[src/rtl/cpu_pkg.sv]
// Shared definitions for the multicycle CPU's iterative arithmetic units (div_unit, mult_unit).
package cpu_pkg;

    localparam int CPU_WIDTH = 32;
    localparam int CNT_W     = $clog2(CPU_WIDTH) + 1;

    typedef enum logic [1:0] {
        DIV_IDLE = 2'd0,
        DIV_CALC = 2'd1,
        DIV_FIX  = 2'd2,
        DIV_DONE = 2'd3
    } div_state_t;

endpackage

[src/rtl/div_step.sv]
// One restoring-division step: shift in the next dividend bit, trial-subtract, keep or restore.
module div_step #(
    parameter int WIDTH = 32
) (
    input  logic [WIDTH:0]   i_rem,
    input  logic             i_dvd_bit,
    input  logic [WIDTH-1:0] i_dvsr,
    output logic [WIDTH:0]   o_rem,
    output logic             o_qbit
);

    logic        [WIDTH+1:0] w_shift;
    logic signed [WIDTH+1:0] w_diff;

    // Two guard bits keep the trial difference's sign unambiguous for any magnitude.
    always_comb begin
        w_shift = {i_rem, i_dvd_bit};
        w_diff  = signed'(w_shift) - signed'({2'b00, i_dvsr});
        o_qbit  = ~w_diff[WIDTH+1];
        o_rem   = o_qbit ? w_diff[WIDTH:0] : w_shift[WIDTH:0];
    end

endmodule

[src/rtl/div_unit.sv]
// Multi-cycle signed divider for MIPS div: one quotient bit per cycle on magnitudes,
// signs applied in a final fix-up cycle. Quotient goes to LO, remainder to HI.
module div_unit
    import cpu_pkg::*;
#(
    parameter int WIDTH = CPU_WIDTH
) (
    input  logic             clock,
    input  logic             reset,
    input  logic             start,
    input  logic [WIDTH-1:0] dividend,
    input  logic [WIDTH-1:0] divisor,
    output logic             busy,
    output logic             done,
    output logic             div_zero,
    output logic [WIDTH-1:0] quotient,
    output logic [WIDTH-1:0] remainder
);

    localparam int ITER_W = $clog2(WIDTH) + 1;

    div_state_t         r_state;
    div_state_t         w_next;
    logic               r_sign_dvd;
    logic               r_sign_dvsr;
    logic [WIDTH-1:0]   r_dvd;
    logic [WIDTH-1:0]   r_dvsr;
    logic [WIDTH:0]     r_prem;
    logic [ITER_W-1:0]  r_cnt;
    logic               r_done;
    logic               r_div_zero;
    logic [WIDTH-1:0]   r_quo;
    logic [WIDTH-1:0]   r_rem;
    logic [WIDTH:0]     w_step_rem;
    logic               w_qbit;
    logic               w_last;
    logic               w_dvsr_zero;

    function automatic logic [WIDTH-1:0] neg_if(input logic neg, input logic [WIDTH-1:0] v);
        return neg ? (~v + WIDTH'(1)) : v;
    endfunction

    assign w_last      = (r_cnt == ITER_W'(WIDTH - 1));
    assign w_dvsr_zero = (divisor == '0);

    div_step #(
        .WIDTH (WIDTH)
    ) u_step (
        .i_rem     (r_prem),
        .i_dvd_bit (r_dvd[WIDTH-1]),
        .i_dvsr    (r_dvsr),
        .o_rem     (w_step_rem),
        .o_qbit    (w_qbit)
    );

    always_comb begin
        w_next = r_state;
        case (r_state)
            DIV_IDLE: if (start) w_next = w_dvsr_zero ? DIV_DONE : DIV_CALC;
            DIV_CALC: if (w_last) w_next = DIV_FIX;
            DIV_FIX:  w_next = DIV_DONE;
            DIV_DONE: w_next = DIV_IDLE;
            default:  w_next = DIV_IDLE;
        endcase
    end

    always_ff @(posedge clock or negedge reset) begin
        if (!reset) r_state <= DIV_IDLE;
        else        r_state <= w_next;
    end

    // r_dvd doubles as the quotient shift register: dividend bits leave the top as quotient bits enter the bottom.
    always_ff @(posedge clock or negedge reset) begin
        if (!reset) begin
            r_sign_dvd  <= 1'b0;
            r_sign_dvsr <= 1'b0;
            r_dvd       <= '0;
            r_dvsr      <= '0;
            r_prem      <= '0;
            r_cnt       <= '0;
            r_done      <= 1'b0;
            r_div_zero  <= 1'b0;
            r_quo       <= '0;
            r_rem       <= '0;
        end else begin
            r_done <= (r_state == DIV_DONE);
            case (r_state)
                DIV_IDLE: begin
                    if (start) begin
                        r_sign_dvd  <= dividend[WIDTH-1];
                        r_sign_dvsr <= divisor[WIDTH-1];
                        r_dvd       <= neg_if(dividend[WIDTH-1], dividend);
                        r_dvsr      <= neg_if(divisor[WIDTH-1], divisor);
                        r_prem      <= '0;
                        r_cnt       <= '0;
                        r_div_zero  <= w_dvsr_zero;
                    end
                end
                DIV_CALC: begin
                    r_prem <= w_step_rem;
                    r_dvd  <= {r_dvd[WIDTH-2:0], w_qbit};
                    r_cnt  <= r_cnt + ITER_W'(1);
                end
                DIV_FIX: begin
                    r_quo <= neg_if(r_sign_dvd ^ r_sign_dvsr, r_dvd);
                    r_rem <= neg_if(r_sign_dvd, r_prem[WIDTH-1:0]);
                end
                default: ;
            endcase
        end
    end

    assign busy      = (r_state != DIV_IDLE) || r_done;
    assign done      = r_done;
    assign div_zero  = r_div_zero;
    assign quotient  = r_quo;
    assign remainder = r_rem;

endmodule

[config.mk]
export PLATFORM = sky130hd
export DESIGN_NAME = div_unit
export DESIGN_NICKNAME = d
export VERILOG_FILES = /design/src/rtl/cpu_pkg.sv /design/src/rtl/div_step.sv /design/src/rtl/div_unit.sv
export SDC_FILE = /design/constraint.sdc
export NUM_CORES = 1
export LEC_CHECK = 0
export BUFFER_PORTS_ARGS = -buffer_cell sky130_fd_sc_hd__buf_2
export CAP_MARGIN = 10
export CORE_MARGIN = 10
export CORE_UTILIZATION = 55
export DETAILED_ROUTE_END_ITERATION = 12
export MAX_ROUTING_LAYER = met4
export PLACE_DENSITY = 0.8
export SLEW_MARGIN = 0
export SYNTH_ARGS = -nofsm -noshare
export SYNTH_HDL_FRONTEND = slang
export SYNTH_HIERARCHICAL = 1
export SYNTH_SLANG_ARGS = --single-unit
[constraint.sdc]
create_clock -name clock -period 8.6 [get_ports clock]
set_input_delay 1.72 -clock clock [delete_from_list [all_inputs] [get_ports clock]]
set_output_delay 1.72 -clock clock [all_outputs]
set_load 0.005 [all_outputs]
==> results of run 1 <==
## routing by layer
layer	vias to the layer above	GRT usage	share of wire
met3	31	0.02813	0.074
met4	0	0.05757	0.011
met5	-	-	0
li1	4960	-	-
met1	4835	0.3315	0.49
met2	389	0.3136	0.42
## power by group through the flow
| stage | Sequential [mW] | Combinational (mW) | Clock, mW |
|---|---|---|---|
| after floorplan | 1.49 | 2.57 | 0 |
| after global placement | 1.64 | 3.21 | 0 |
| after detailed placement | 1.65 | 3.28 | 0 |
| after CTS | 1.64 | 3.30 | 0.753 |
| after global routing | 1.70 | 3.73 | 0.786 |
| final | 1.66 | 3.33 | 0.745 |
## critical path, stage by stage (launching register included)
cell and delay [ns]:
dfrtp_1 0.57, ha_1 0.49, nand4_1 0.15, or3b_1 0.41, a211oi_2 0.30, o31ai_1 0.11, and3_4 0.21, o31a_4 0.30
xor2_4 0.38, buf_4 0.41, a2111oi_4 0.08, xor2_1 0.16, a22o_1 0.20
## registers in the layout, indices dropped and copies added (netlist names)
register     count
r_cnt            6
done             1
r_dvsr          32
remainder       32
r_sign_dvd       1
r_state          2
div_zero         1
quotient        32
r_sign_dvsr      1
r_dvd           32
r_prem          33
## stage by stage
step                      setup WS [ns]  hold slack [ns]  std cells    util
after CTS                         4.720           0.4856       1690  0.6316
after global placement            4.602           0.4615       1658  0.6034
after global routing              4.510           0.5024       1691  0.6320
final                             4.709           0.4800       1691  0.6320
after detailed placement          4.603           0.4705       1658  0.6034
after floorplan                   4.724           0.4498       1322       -
## Yosys cell counts (5+ instances only)
master,instances
a211oi_1,10
a21o_1,23
a21oi_1,115
a22o_1,32
a31oi_1,6
and3_1,5
buf_1,10
clkbuf_1,61
dfrtp_1,173
ha_1,41
inv_1,54
mux2_2,11
mux2i_1,8
nand2_1,117
nand2b_1,8
nand3_1,11
nand3b_1,8
nand4_1,13
nor2_1,116
nor2b_1,14
nor3_1,18
nor3b_1,6
nor4_1,14
o211ai_1,6
o21ai_0,107
o22ai_1,14
o31ai_1,43
o41ai_1,35
or2_2,6
or3_1,17
or4_1,11
xnor2_1,33
xor2_1,113
## area by class of cell
cell class                 count  area, um^2
sequential                   173        4329
timing repair buffer         143       747.0
clock inverter                15       150.1
clock buffer                  17       425.4
inverter                      55       206.4
fill                        1761        7518
tap                          270       337.8
multi-input combinational   1018        6715
## logic make-up after synthesis
group | count (synthesis) | synth area share
buffers and inverters | 131 | 0.04376
muxes | 19 | 0.01770
AOI/OAI and AO/OA | 425 | 0.2409
DFF | 173 | 0.3757
and+or+nand+nor | 385 | 0.1623
xor gates and xnor gates | 147 | 0.1134
adders and majority gates | 42 | 0.04626
## worst min-delay path by stage
stage / cells after the start / to / slack (ns) / startpoint
after floorplan: 2 / r_dvsr[10] / 0.45 / r_dvsr[10]
after global placement: 2 / r_dvsr[2] / 0.46 / r_dvsr[2]
after detailed placement: 2 / r_dvsr[8] / 0.47 / r_dvsr[8]
after CTS: 2 / r_dvsr[8] / 0.49 / r_dvsr[8]
after global routing: 2 / r_dvsr[28] / 0.50 / r_dvsr[28]
final: 2 / r_dvsr[8] / 0.48 / r_dvsr[8]
==> impl_metrics.toml, run 1 <==
[outcome]
status = "finished clean"

[routing]
routed_wirelength_mm = 30.15
vias = 10220
drt_first_iter_violations = 1001
avgViaCountPerCell = 6.041
drcViolationCount = 0
firstDrtPassIters = 5
ant_nets = 0
wl_per_cell_um = 17.83

[power]
swShare = 0.4763
power_density_nw_per_um2 = 444.2
internal_power_mw = 3.004
clkPwrFrac = 0.130
p_switching_mw = 2.732
finalPower_mw = 5.735
peakVddDrop_mv = 0.2012
p_seq_frac = 0.289
leakagePower_nw = 5.680
p_comb_frac = 0.581

[layout]
drive_gt1_frac = 0.1506
num_antenna_cells = 0
final_common_cell = "dfrtp_1"
final_area_um2 = 12910
final_cell_mix = "dfrtp_1, buf_2, nand2_1, nor2_1, a21oi_1"
nNetsFinal = 1517
syn_to_final_growth_pct = 12.05

[sta]
hold_violations = 0
finalClockSkew_ns = 0.01165
tightest_slew_ns = 1.113
setup_violations = 0
slew_headroom = 0.2581
drv_slew = 0
layout_min_cycle_time_ns = 3.891
tns_ns = 0
post-route-period-util = 0.4525
grt_setup_unrepaired = "no"
max_freq_mhz = 257.0

[logic_synthesis]
yosysSeqAreaShare = 0.3757
netlist_area_um2 = 11520
synth_edf_count = 0
ys_top_cells_by_area = "dfrtp_1, xor2_1, a21oi_1"
synth.largest_area_cell = "dfrtp_1"
ys_warn_count = 6
synth-async-reset-ratio = 1.000
synth_top_area_frac = 0.3757
mappedNetlistNets = 1431
syn-mean-instance-area_um2 = 8.716
synth-seq-cells = 173
syn_inst = 1322
synth_ff_type = "dfrtp_1"
ys_types = 71

[die]
io_pins = 134
std_cell_rows = 52
start_util = 0.5640
coreArea_um2 = 20430
die_x_um = 164.7
die_y_um = 164.7
dieArea_um2 = 27140

[global_route]
overflow = 0
grt_pass1_wl_mm = 48.31
grt_max_degree = 72
grt_usage = 0.2230
antenna_found_initial = 0
grt_pass1_vias = 9410

[clock_tree]
numCtsBuffers = 17
cts_resized = 0
cts_buffer_depth = 2
clock_sinks = 173
clk_pin_slew_ns = 0.07
hold_buffers = 0
post_cts_buffers = 0
cts_root_buffer = "clkbuf_16"
cts_tree = "yes"
cts.htree.levels = 4
worstSkewPairLatency_ns = 0.43

[setup_path]
cp-start-kind = "register"
r2r_end = "r_prem[32]"
crit_arrival_ns = 4.21
r2r_slack_ns = 4.71
worstRegToRegCells = 12
path_class = "register to register"
crit_start = "r_prem[13]"
worst_setup_path_end_kind = "register"
cp.required_ns = 8.92
path_max_fanout = 37
timing.rr.start = "r_prem[13]"
crit_end = "r_prem[32]"

[placement]
dp_hpwl_mm = 22.47
place_area_um2 = 12330
portBuffers = 133
globalplace.congestion = 0.9472

[run]
cap_violations = 0

[worst_hold_path]
hold_path_class = "register to register"
(Power assumes the default switching activity.)
==> run 2, diff against run 1 <==
==> constraint.sdc (replaced) <==
create_clock -name clock -period 4.1 [get_ports clock]
set_input_delay 0.82 -clock clock [delete_from_list [all_inputs] [get_ports clock]]
set_output_delay 0.82 -clock clock [all_outputs]
set_load 0.005 [all_outputs]
==> run 2 against run 1 <==
  * Clock-buffer cell count increased by 1
  * Clock power increased by 120%
  * Utilization increased by 0.39 points
  * Critical path depth decreased by 1
  * Critical endpoint is now r_prem[20]
  * Largest cell class unchanged
  * Largest power group unchanged
  * Highest routed layer unchanged
==> impl_metrics.toml, run 2 (synthesis results as in run 1) <==
[global_route]
grt_usage = 0.2275
antenna_found_initial = 1
grt_pass1_wl_mm = 49.45
overflow = 0
grt_pass1_vias = 9839
grt_max_degree = 102

[placement]
dp_hpwl_mm = 22.61
portBuffers = 133
globalplace.congestion = 0.9799

[layout]
largest-register = "r_prem"
final_cell_mix = "dfrtp_1, buf_2, nand2_1, nor2_1, a21oi_1"
nNetsFinal = 1524
final_common_cell = "dfrtp_1"
syn_to_final_growth_pct = 12.74
drive_gt1_frac = 0.1548
largest_register_ffs = 33

[clock_tree]
hold_buffers = 0
cts_resized = 0
cts_root_buffer = "clkbuf_16"
clk_pin_slew_ns = 0.07
worstSkewPairLatency_ns = 0.43
numCtsBuffers = 17
post_cts_buffers = 0
cts_tree = "yes"
clock_sinks = 173
cts.htree.levels = 4
cts_buffer_depth = 2

[die]
start_util = 0.5640
die_x_um = 164.7
dieArea_um2 = 27140
io_pins = 134
std_cell_rows = 52
coreArea_um2 = 20430
die_y_um = 164.7

[power]
clkPwrFrac = 0.133
p_switching_mw = 5.734
peakVddDrop_mv = 0.5022
p_seq_frac = 0.280
finalPower_mw = 12.14
swShare = 0.4724
p_comb_frac = 0.588
power_density_nw_per_um2 = 934.4
leakagePower_nw = 5.728
internal_power_mw = 6.404

[sta]
tns_ns = 0
tightest_slew_ns = 1.023
max_freq_mhz = 278.3
grt_setup_unrepaired = "no"
hold_violations = 0
drv_slew = 0
setup_violations = 0
slew_headroom = 0.3182
layout_min_cycle_time_ns = 3.593
finalClockSkew_ns = 0.01000
post-route-period-util = 0.8763

[routing]
ant_nets = 0
drcViolationCount = 0
drt_first_iter_violations = 820
vias = 10360
firstDrtPassIters = 7
routed_wirelength_mm = 30.50
wl_per_cell_um = 17.95
avgViaCountPerCell = 6.097

[worst_hold_path]
hold_path_class = "input port to async pin"

[setup_path]
crit_arrival_ns = 3.91
cp-start-kind = "register"
worst_setup_path_end_kind = "register"
r2r_end = "r_prem[20]"
cp.required_ns = 4.42
r2r_slack_ns = 0.51
path_max_fanout = 52
worstRegToRegCells = 11
path_class = "register to register"
timing.rr.start = "r_prem[7]"

[outcome]
status = "finished clean"

[run]
cap_violations = 0
-- run 2: cell types whose count changed in the layout (fill, tap and decap cells not counted), sizes merged --
cell    previous run  this run
clkbuf            17        18
bufinv             0         1
clkinv             7         1
buf              143       150
diode              0         1
inv               60        64
-- run 2: routing by layer --
layer  vias up  track usage  part of all wire
li1       4974            -                 -
met1      4969       0.3319              0.47
met2       387       0.3173              0.43
met3        28      0.04755             0.086
met4         0      0.05072             0.011
met5         -            -                 0
-- run 2: per-stage QoR --
stage,area [um^2],utilization,setup WS (ns),instances,hold WS (ns)
floorplan,11520,-,0.9665,1322,0.4498
global placement,12400,0.6070,0.6865,1666,0.4613
detailed placement,12400,0.6070,0.5900,1666,0.4710
CTS,12990,0.6357,0.5616,1698,0.4246
global route,12990,0.6358,0.2888,1699,0.4548
finish,12990,0.6358,0.5070,1699,0.4069
-- run 2: power by group through the flow --
stage | Clock, mW | Sequential [mW] | Combinational, mW
4_1_cts | 1.63 | 3.36 | 7.09
2_1_floorplan | 0 | 3.12 | 5.38
3_5_place_dp | 0 | 3.40 | 7.02
6_report | 1.61 | 3.39 | 7.13
5_1_grt | 1.70 | 3.50 | 7.96
3_3_place_gp | 0 | 3.35 | 6.86
-- run 2: how the worst max path moves through the flow --
stage	startpoint	end	slack [ns]	depth (start not counted)
finish	r_prem[7]	r_prem[20]	0.51	11
global route	r_prem[7]	r_prem[12]	0.29	11
CTS	r_prem[7]	r_prem[20]	0.56	11
detailed placement	r_prem[7]	r_prem[28]	0.59	11
global placement	r_prem[7]	r_prem[7]	0.69	11
floorplan	r_prem[7]	r_prem[28]	0.97	11
-- run 2: final cells by class --
class,instances,area [um^2]
Clock buffer,18,439.2
Sequential cell,173,4329
Inverter,55,206.4
Clock inverter,14,147.6
Multi-Input combinational cell,1018,6715
Antenna cell,1,2.502
Fill cell,1775,7440
Tap cell,270,337.8
Timing Repair Buffer,150,812.0
-- run 2: critical path, stage by stage, from the launching register on --
cell and delay (ns):
dfrtp_1 0.48, ha_1 0.44, and3_1 0.20, or3b_1 0.37, a211oi_2 0.32, o31ai_1 0.11, and3_4 0.21, o31a_4 0.30
xor2_4 0.19, buf_4 0.42, o21ai_0 0.20, a22o_1 0.22
==> run 3, diff against run 2 <==
--- a/config.mk
+++ b/config.mk
@@ -11,7 +11,7 @@
 export CORE_UTILIZATION = 55
 export DETAILED_ROUTE_END_ITERATION = 12
 export MAX_ROUTING_LAYER = met4
-export PLACE_DENSITY = 0.8
+export PLACE_DENSITY = 0.85
 export SLEW_MARGIN = 0
 export SYNTH_ARGS = -nofsm -noshare
 export SYNTH_HDL_FRONTEND = slang
==> run 3 against run 2 <==
  * Flip-flop and latch count is the same
  * Critical path depth is the same
  * Highest routed layer unchanged
  * Largest power group unchanged
  * Clock-buffer cell count is the same
  * Clock skew shrank 0.0011 ns
  * Cell count is the same
==> impl_metrics.toml, run 3 (synthesis results as in run 1) <==
[power]
peakVddDrop_mv = 0.4311
power_density_nw_per_um2 = 946.6
finalPower_mw = 12.33
leakagePower_nw = 5.745

[clock_tree]
clk_pin_slew_ns = 0.07
clock_sinks = 173
hold_buffers = 0
post_cts_buffers = 0
cts_buffer_depth = 2
cts.htree.levels = 4
cts_resized = 0
numCtsBuffers = 17
worstSkewPairLatency_ns = 0.44
cts_root_buffer = "clkbuf_16"
cts_tree = "yes"

[setup_path]
crit_start = "r_prem[7]"
crit_arrival_ns = 3.91
cp-start-kind = "register"
cp.required_ns = 4.42
timing.rr.start = "r_prem[7]"
worst_setup_path_end_kind = "register"
path_max_fanout = 52
path_class = "register to register"

[layout]
nNetsFinal = 1525
final_cell_mix = "dfrtp_1, buf_2, nand2_1, nor2_1, a21oi_1"
final_common_cell = "dfrtp_1"
largest-register = "r_prem"
post-route-util = 0.6373
ff_latch_area_um2 = 4329
instances_no_fill = 1699
multiInputGateArea_um2 = 6715
final_area_um2 = 13020
syn_to_final_growth_pct = 13.00
fillers = 1716
largest_register_ffs = 33
drive_gt1_frac = 0.1541

[routing]
routed_wirelength_mm = 30.99
drt_first_iter_violations = 988
avgViaCountPerCell = 6.094
vias = 10350
wl_per_cell_um = 18.24
ant_nets = 0
firstDrtPassIters = 5
drcViolationCount = 0

[die]
dieArea_um2 = 27140
coreArea_um2 = 20430
die_x_um = 164.7
die_y_um = 164.7
io_pins = 134
start_util = 0.5640
std_cell_rows = 52

[global_route]
grt_usage = 0.2330
overflow = 0
grt_pass1_wl_mm = 50.25
antenna_found_initial = 0
grt_max_degree = 87
grt_pass1_vias = 9784

[sta]
grt_setup_unrepaired = "no"
layout_min_cycle_time_ns = 3.597
drv_slew = 0
slew_headroom = 0.4425
tns_ns = 0
hold_violations = 0
hold_slack_ns = 0.4536
finalClockSkew_ns = 0.008912
setup_violations = 0
setup_ws_ns = 0.5028
tightest_slew_ns = 0.8362
post-route-period-util = 0.8774
max_freq_mhz = 278.0

[placement]
numPlacedInstances = 1667
place_area_um2 = 12410
dp_hpwl_mm = 22.96
pre_cts_slack_ns = 0.5693
portBuffers = 133
globalplace.congestion = 0.9572

[outcome]
status = "finished clean"

[run]
cap_violations = 0

[worst_hold_path]
hold_path_class = "input port to async pin"
[run 3: cell count changes in the layout (fill, tap and decap cells not counted)]
cell,change
clkinvlp_4,-1
bufinv_16,+2
clkbuf_8,-1
buf_4,+1
clkbuf_1,+1
inv_8,-1
inv_6,-1
[run 3: final cells by class]
type	instances	share of cell area
inverter	55	0.01586
clock buffer	18	0.03296
timing repair buffer	151	0.06294
tap	270	0.02595
clock inverter	13	0.01384
sequential	173	0.3325
antenna	1	0.0001922
multi-input combinational	1018	0.5158
[run 3: worst max-delay path, stage by stage (launching register included)]
cell and delay [ns]:
dfrtp_1 0.47, ha_1 0.45, and3_1 0.23, or3b_1 0.36, a211oi_2 0.30, o31ai_1 0.11, and3_4 0.21, o31a_4 0.30
xor2_4 0.19, buf_4 0.43, o21ai_0 0.20, a22o_1 0.24
[run 3: final timing paths]
check                                to  slack, ns  cells after the start
max in group asynchronous  quotient[23]       2.78                      2
min in group clock           r_dvsr[10]       0.48                      2
hold reg to reg              r_dvsr[10]       0.48                      2
setup / recovery             r_prem[28]       0.50                     11
hold / removal               r_dvsr[18]       0.45                      1
setup reg to reg             r_prem[28]       0.50                     11
[run 3: where the power goes]
group | internal, mW | leakage, nW | switching (mW)
sequential | 2.53 | 2.06 | 0.876
clock | 0.974 | 0.292 | 0.727
combinational | 3.01 | 3.39 | 4.21
total | 6.51 | 5.74 | 5.81
[run 3: layer usage]
layer | track usage | up-vias | wire, um
li1 | - | 4990 | -
met1 | 0.3374 | 4957 | 14820
met2 | 0.3276 | 373 | 13430
met3 | 0.04630 | 33 | 2423
met4 | 0.05636 | 0 | 310
met5 | - | - | 0
